### src/rtl/synth_pkg.sv
// Shared types and constants for the voice allocator and its frequency ROM.
package synth_pkg;

    localparam int unsigned NVOICES   = 8;
    localparam int unsigned FREQ_FRAC = 10;
    localparam int unsigned VOL_SHIFT = 20;
    localparam int unsigned STAMP_W   = 16;

    // A4 = 440 Hz in Q22.10; the synth divides by the frequency, so never 0.
    localparam logic [31:0] FREQ_RESET = 32'd440 << FREQ_FRAC;

    typedef enum logic [1:0] {
        IDLE,
        SCAN,
        APPLY
    } alloc_state_t;

    typedef struct packed {
        logic [6:0] note;
        logic [6:0] velocity;
        logic       on;
    } note_event_t;

endpackage

### src/rtl/note_freq_rom.sv
// MIDI note -> equal-tempered frequency (A4 = 440 Hz), Hz in Q22.10, rounded.
module note_freq_rom
    import synth_pkg::*;
(
    input  logic [6:0]  i_note,
    output logic [31:0] o_freq
);

    logic [3:0]  w_octave;
    logic [3:0]  w_semi;
    logic [3:0]  w_shift;
    logic [31:0] w_base;

    // Octave 4 (C4..B4) held as Hz * 2^20; octave o scales by 2^(o-5)
    // relative to Q22.10 and the final shift rounds to nearest.
    always_comb begin
        w_octave = 4'(i_note / 7'd12);
        w_semi   = 4'(i_note % 7'd12);
        case (w_semi)
            4'd0:    w_base = 32'd274334289;
            4'd1:    w_base = 32'd290647054;
            4'd2:    w_base = 32'd307929828;
            4'd3:    w_base = 32'd326240288;
            4'd4:    w_base = 32'd345639545;
            4'd5:    w_base = 32'd366192342;
            4'd6:    w_base = 32'd387967272;
            4'd7:    w_base = 32'd411037006;
            4'd8:    w_base = 32'd435478539;
            4'd9:    w_base = 32'd461373440;
            4'd10:   w_base = 32'd488808132;
            4'd11:   w_base = 32'd517874176;
            default: w_base = 32'd274334289;
        endcase
        w_shift = 4'd15 - w_octave;
        o_freq  = (w_base + (32'd1 << (w_shift - 4'd1))) >> w_shift;
    end

endmodule

### src/rtl/voice_allocator.sv
// Polyphonic voice scheduler: assigns note events to voices (match, free,
// else steal oldest) and drives the synth's per-voice registered arrays.
module voice_allocator
    import synth_pkg::*;
#(
    parameter int unsigned NVOICES   = synth_pkg::NVOICES,
    parameter int unsigned VOL_SHIFT = synth_pkg::VOL_SHIFT,
    parameter int unsigned STAMP_W   = synth_pkg::STAMP_W
) (
    input  logic                      clk,
    input  logic                      reset,
    input  logic                      ev_valid,
    output logic                      ev_ready,
    input  logic                      ev_note_on,
    input  logic [6:0]                ev_note,
    input  logic [6:0]                ev_velocity,
    input  logic                      all_off,
    output logic [NVOICES-1:0][31:0]  frequencies,
    output logic [NVOICES-1:0][31:0]  voice_volumes,
    output logic [NVOICES-1:0]        voice_active,
    output logic                      steal
);

    localparam int unsigned IDX_W = (NVOICES > 1) ? $clog2(NVOICES) : 1;

    alloc_state_t                     r_state;
    note_event_t                      r_ev;
    logic [IDX_W-1:0]                 r_scan_k;
    logic [NVOICES-1:0][6:0]          r_note;
    logic [NVOICES-1:0][STAMP_W-1:0]  r_stamp;
    logic [STAMP_W-1:0]               r_stamp_ctr;
    logic                             r_match_found;
    logic                             r_free_found;
    logic [IDX_W-1:0]                 r_match_idx;
    logic [IDX_W-1:0]                 r_free_idx;
    logic [IDX_W-1:0]                 r_old_idx;
    logic [STAMP_W-1:0]               r_old_age;

    logic [STAMP_W-1:0]               w_age;
    logic                             w_key_on;
    logic                             w_is_steal;
    logic [IDX_W-1:0]                 w_target;
    logic [31:0]                      w_rom_freq;

    note_freq_rom u_rom (
        .i_note (r_ev.note),
        .o_freq (w_rom_freq)
    );

    // Candidate selection and the modular age of the voice being scanned.
    always_comb begin
        w_age      = r_stamp_ctr - r_stamp[r_scan_k];
        w_key_on   = r_ev.on && (r_ev.velocity != 7'd0);
        w_is_steal = !r_match_found && !r_free_found;
        if (r_match_found)
            w_target = r_match_idx;
        else if (r_free_found)
            w_target = r_free_idx;
        else
            w_target = r_old_idx;
    end

    // Allocator FSM: latch event, scan voices one per cycle, apply result.
    always_ff @(posedge clk) begin
        if (reset) begin
            r_state       <= IDLE;
            r_ev          <= '0;
            r_scan_k      <= '0;
            r_note        <= '0;
            r_stamp       <= '0;
            r_stamp_ctr   <= '0;
            r_match_found <= 1'b0;
            r_free_found  <= 1'b0;
            r_match_idx   <= '0;
            r_free_idx    <= '0;
            r_old_idx     <= '0;
            r_old_age     <= '0;
            frequencies   <= {NVOICES{FREQ_RESET}};
            voice_volumes <= '0;
            voice_active  <= '0;
            steal         <= 1'b0;
            ev_ready      <= 1'b1;
        end else if (all_off) begin
            voice_volumes <= '0;
            voice_active  <= '0;
            steal         <= 1'b0;
            ev_ready      <= 1'b1;
            r_state       <= IDLE;
        end else begin
            steal <= 1'b0;
            case (r_state)
                IDLE: begin
                    if (ev_valid && ev_ready) begin
                        r_ev.note     <= ev_note;
                        r_ev.velocity <= ev_velocity;
                        r_ev.on       <= ev_note_on;
                        ev_ready      <= 1'b0;
                        r_scan_k      <= '0;
                        r_match_found <= 1'b0;
                        r_free_found  <= 1'b0;
                        r_old_idx     <= '0;
                        r_old_age     <= '0;
                        r_state       <= SCAN;
                    end
                end
                SCAN: begin
                    if (!r_match_found && voice_active[r_scan_k] &&
                        (r_note[r_scan_k] == r_ev.note)) begin
                        r_match_found <= 1'b1;
                        r_match_idx   <= r_scan_k;
                    end
                    if (!r_free_found && !voice_active[r_scan_k]) begin
                        r_free_found <= 1'b1;
                        r_free_idx   <= r_scan_k;
                    end
                    // Strict compare keeps the lower index on equal ages.
                    if (w_age > r_old_age) begin
                        r_old_age <= w_age;
                        r_old_idx <= r_scan_k;
                    end
                    if (r_scan_k == IDX_W'(NVOICES - 1))
                        r_state <= APPLY;
                    else
                        r_scan_k <= r_scan_k + 1'b1;
                end
                APPLY: begin
                    if (w_key_on) begin
                        frequencies[w_target]   <= w_rom_freq;
                        voice_volumes[w_target] <= 32'(r_ev.velocity) << VOL_SHIFT;
                        voice_active[w_target]  <= 1'b1;
                        r_note[w_target]        <= r_ev.note;
                        r_stamp[w_target]       <= r_stamp_ctr;
                        r_stamp_ctr             <= r_stamp_ctr + 1'b1;
                        steal                   <= w_is_steal;
                    end else if (r_match_found) begin
                        voice_volumes[r_match_idx] <= '0;
                        voice_active[r_match_idx]  <= 1'b0;
                    end
                    ev_ready <= 1'b1;
                    r_state  <= IDLE;
                end
                default: r_state <= IDLE;
            endcase
        end
    end

endmodule

### config.mk
export PLATFORM = sky130hd
export DESIGN_NAME = voice_allocator
export DESIGN_NICKNAME = d
export VERILOG_FILES = /design/src/rtl/synth_pkg.sv /design/src/rtl/note_freq_rom.sv /design/src/rtl/voice_allocator.sv
export SDC_FILE = /design/constraint.sdc
export NUM_CORES = 1
export LEC_CHECK = 0
export BUFFER_PORTS_ARGS = -buffer_cell sky130_fd_sc_hd__buf_2
export CORE_UTILIZATION = 53
export CTS_CLUSTER_DIAMETER = 100
export DETAILED_ROUTE_END_ITERATION = 8
export PLACE_DENSITY = 0.76
export SLEW_MARGIN = 20
export SYNTH_ARGS = -nofsm -noshare
export SYNTH_HDL_FRONTEND = slang
export SYNTH_HIERARCHICAL = 1
export SYNTH_SLANG_ARGS = --single-unit
### constraint.sdc
create_clock -name clk -period 10.6 [get_ports clk]
set_input_delay 2.12 -clock clk [delete_from_list [all_inputs] [get_ports clk]]
set_output_delay 2.12 -clock clk [all_outputs]
set_load 0.02 [all_outputs]
==> qor.csv <==
stage,metric,value,unit
drt,iteration-0 DRC count of the detailed router,2454,
timing,number of slew-limit violations in the final report,0,
timing,Worst Clk Skew,0.0217,ns
grt,Total Routing Usage GR,31.6,%
pwr,pwr dens,170,nW/µm²
synthesis,Netlist Area Pre-Place,31200,µm²
cts,TritonCTS clock tree,done,
synthesis,number of warning messages in the yosys log,6,
synthesis,most instantiated flip-flop cell in the synthesis netlist,sky130_fd_sc_hd__dfxtp_1,
cts,clk sink count,769,
die,ports placed on the boundary,541,
cts,# H-tree levels,3,
synthesis,synthesis-stage register bit count,769,
grt,via count of the first global-routing pass,26100,
setup_path,launching element type of the critical path,flop,
timing,fin worst setup slack,4.36,ns
synthesis,syn_area_per_cell,8.50,µm²
cts,post-cts hold buffer count,0,
timing,count of final setup violators,0,
synthesis,Post-Syn Instances,3670,
timing,setup repair after global routing missed its margin,no,
grt,maximum number of pins on one net before global-route repair,133,
pwr,cell leakage power,15.5,nW
synthesis,sequential share of the synthesized area,49.3,%
grt,number of antenna violations at the first check in global routing,4,
synthesis,fraction of the mapped netlist area in adder cells,2.37,%
synthesis,complex-gate fraction of the synthesized area,14.2,%
cts,cell at the root of the clock tree,sky130_fd_sc_hd__clkbuf_16,
synthesis,count of cell types in the netlist,86,
setup_path,endpoint kind of the worst setup timing path,flop,
grt,wire length of the first global-routing pass,150000,µm
pwr,Tot Pwr,0.00624,W
timing,final worst path period need,6.24,ns
finish,ratio of cells with drive above 1 in the final layout,20.2,%
grt,global-route congestion overflow total,0,
drt,final antenna-violating net count,0,
die,effective utilization at floorplan,53.9,%
synthesis,largest family of logic cells by synthesized area,simple AND/OR/NAND/NOR gates,
min_path,worst min-delay path class,flop to flop,
finish,layout overhead on the synthesized area,17.5,%
cts,Max clock buf depth,3,
cts,number of setup buffers added after CTS,0,
setup_path,Crit Path Category,flop to flop,
cts,number of CTS-inserted buffers,80,
die,height of the die,245,µm
synthesis,mux cell area share after synthesis,5.24,%
synthesis,count of flip-flops with a built-in enable after synthesis,0,
synthesis,xor and xnor area share after synthesis,1.32,%
timing,Max transition margin,20.4,%
timing,Highest Clock Rate,160,MHz
timing,final total negative setup slack,0,ns
cts,clock transition time at the flip-flop clock pins of the worst setup and hold paths,0.06,ns
finish,"leading cell type in the layout, fill and taps excluded",sky130_fd_sc_hd__nand2_1,
flow_run,max_cap viols,0,
placement,pre-CTS setup slack,4.23,ns
die,Rows,88,
drt,number of remaining DRC errors,0,
outcome,status,"finished, final reports clean",
placement,final weighted congestion in routability-driven placement,0.916,
drt,vias after detailed routing,27800,
timing,transition time of the tightest slew-check pin,1.19,ns
setup_path,signal arrival time at the worst endpoint,6.79,ns
drt,count of TritonRoute iterations in the first routing pass,6,
drt,average detailed-routed wire length per instance,20.3,µm
cts,post-cts gate resize count,0,
timing,portion of the clock cycle consumed by the worst path in the final layout,58.9,%
synthesis,"Async S/R FF share, synth",0,%
finish,most used cells in the layout excluding fill and tap cells,"983 x sky130_fd_sc_hd__nand2_1, 766 x sky130_fd_sc_hd__dfxtp_1, 539 x sky130_fd_sc_hd__buf_2, 497 x sky130_fd_sc_hd__a21oi_1, 207 x sky130_fd_sc_hd__and3_1",
pwr,worst-case vdd ir drop,0.149,mV
die,core region area,57900,µm²
drt,Routed WL,98100,µm
cts,clock latency of the later-clocked register in the worst-skew pair,0.64,ns
drt,detailed-route vias per instance,5.75,
finish,total number of nets in the final design,4088,
die,die outline area,59900,µm²
die,floorplan die width,245,µm
setup_path,required time of the critical path,11.15,ns
timing,final hold violation count,0,
placement,half-perimeter wire length of the detailed placement result,62400,µm
placement,# port buffers,540,
setup_path,"critical path fanouts, max",27,
synthesis,area share of and/or/nand/nor cells after synthesis,22.2,%
==> worst max-delay path, cell delays in order (launching register included) <==
cell	delay (ns)
sky130_fd_sc_hd__dfxtp_1	0.88
sky130_fd_sc_hd__xor2_1	0.27
sky130_fd_sc_hd__o221ai_1	0.24
sky130_fd_sc_hd__a22oi_2	0.75
sky130_fd_sc_hd__nor2_1	0.21
sky130_fd_sc_hd__o21ai_0	0.21
sky130_fd_sc_hd__a21oi_1	0.11
sky130_fd_sc_hd__ha_1	0.39
sky130_fd_sc_hd__and4_1	0.29
sky130_fd_sc_hd__nor2b_1	0.16
sky130_fd_sc_hd__a211o_1	0.29
sky130_fd_sc_hd__o21ai_1	0.40
sky130_fd_sc_hd__xnor2_1	0.24
sky130_fd_sc_hd__mux2i_1	0.12
sky130_fd_sc_hd__mux2i_1	0.26
sky130_fd_sc_hd__a21oi_1	0.11
sky130_fd_sc_hd__a22oi_1	0.91
sky130_fd_sc_hd__nand2_1	0.14
sky130_fd_sc_hd__a21oi_1	0.18
==> through the flow <==
stage	cells	util (%)	hold WS (ns)	instance area [µm²]
after CTS	4837	63.2	0.451	36600
after detailed placement	4694	58.4	0.443	33800
after global placement	4694	58.4	0.438	33800
final	4841	63.3	0.451	36700
after global routing	4841	63.3	0.466	36700
after floorplan	3682	-	0.432	31300
==> registers in the layout, summed over array words and instances (netlist names), 8 cells and up <==
name / count
r_stamp_ctr: 16
r_ev: 15
r_stamp: 128
voice_active: 8
r_note: 56
voice_volumes: 256
frequencies: 256
r_old_age: 16
==> cells by family (layout without fill, tap and decap cells) <==
family | count (synthesis) | count (layout)
AOI/OAI and AO/OA | 758 | 758
other | 2 | 18
xor gates and xnor gates | 47 | 47
buffers and inverters | 369 | 759
muxes | 106 | 106
DFF | 769 | 769
adders and majority gates | 58 | 58
and+or+nand+nor | 1561 | 1561
==> synth_stat cells (16+ instances only) <==
master	instances	area share, %
sky130_fd_sc_hd__nand2_1	983	12
sky130_fd_sc_hd__dfxtp_1	769	49
sky130_fd_sc_hd__a21oi_1	497	8.0
sky130_fd_sc_hd__and3_1	207	4.1
sky130_fd_sc_hd__clkbuf_1	192	2.3
sky130_fd_sc_hd__nor2_1	153	1.8
sky130_fd_sc_hd__buf_2	112	1.8
sky130_fd_sc_hd__nand3_1	71	1.1
sky130_fd_sc_hd__a22oi_1	64	1.5
sky130_fd_sc_hd__ha_1	56	2.2
sky130_fd_sc_hd__mux2i_1	52	1.7
sky130_fd_sc_hd__o21ai_0	43	0.69
sky130_fd_sc_hd__mux4_2	37	2.7
sky130_fd_sc_hd__inv_1	36	0.43
sky130_fd_sc_hd__xnor2_1	24	0.67
sky130_fd_sc_hd__xor2_1	23	0.65
sky130_fd_sc_hd__buf_4	19	0.46
sky130_fd_sc_hd__nor3_1	18	0.29
sky130_fd_sc_hd__or2_2	18	0.36
sky130_fd_sc_hd__nand4_1	17	0.34
sky130_fd_sc_hd__or3_1	16	0.32
==> layout make-up <==
cell class                 count  area, µm²
fill                        4899      21300
clock buffer                 113       2310
sequential                   769      15400
timing repair buffer         580       3010
inverter                      36        135
multi-input combinational   2544      14300
antenna                        4       10.0
tap                          765        957
clock inverter                30        493
==> power breakdown <==
part	total, W	internal [W]	switching, W	leakage, nW
Clock	0.00295	0.00175	0.00119	1.37
Sequential	0.00291	0.00289	0.0000145	6.20
Combinational	0.000386	0.000107	0.000279	7.92
Total	0.00624	0.00475	0.00149	15.5
==> routing by layer <==
layer  vias up  share of wire (%)  global-route usage [%]
met4         0                4.7                    15.1
li1      13100                  -                       -
met2      1252                 47                    52.3
met3       246                9.4                    7.76
met5         -                  0                       0
met1     13200                 39                    38.6
==> final timing paths <==
check	start	to	slack, ns	cells after the start
worst max-delay path	r_ev[11]	frequencies[134]	4.36	18
worst min-delay path	r_stamp[34]	r_stamp[34]	0.45	2
worst max register to register	r_ev[11]	frequencies[134]	4.36	18
worst min register to register	r_stamp[34]	r_stamp[34]	0.45	2
(Power assumes the default switching activity.)
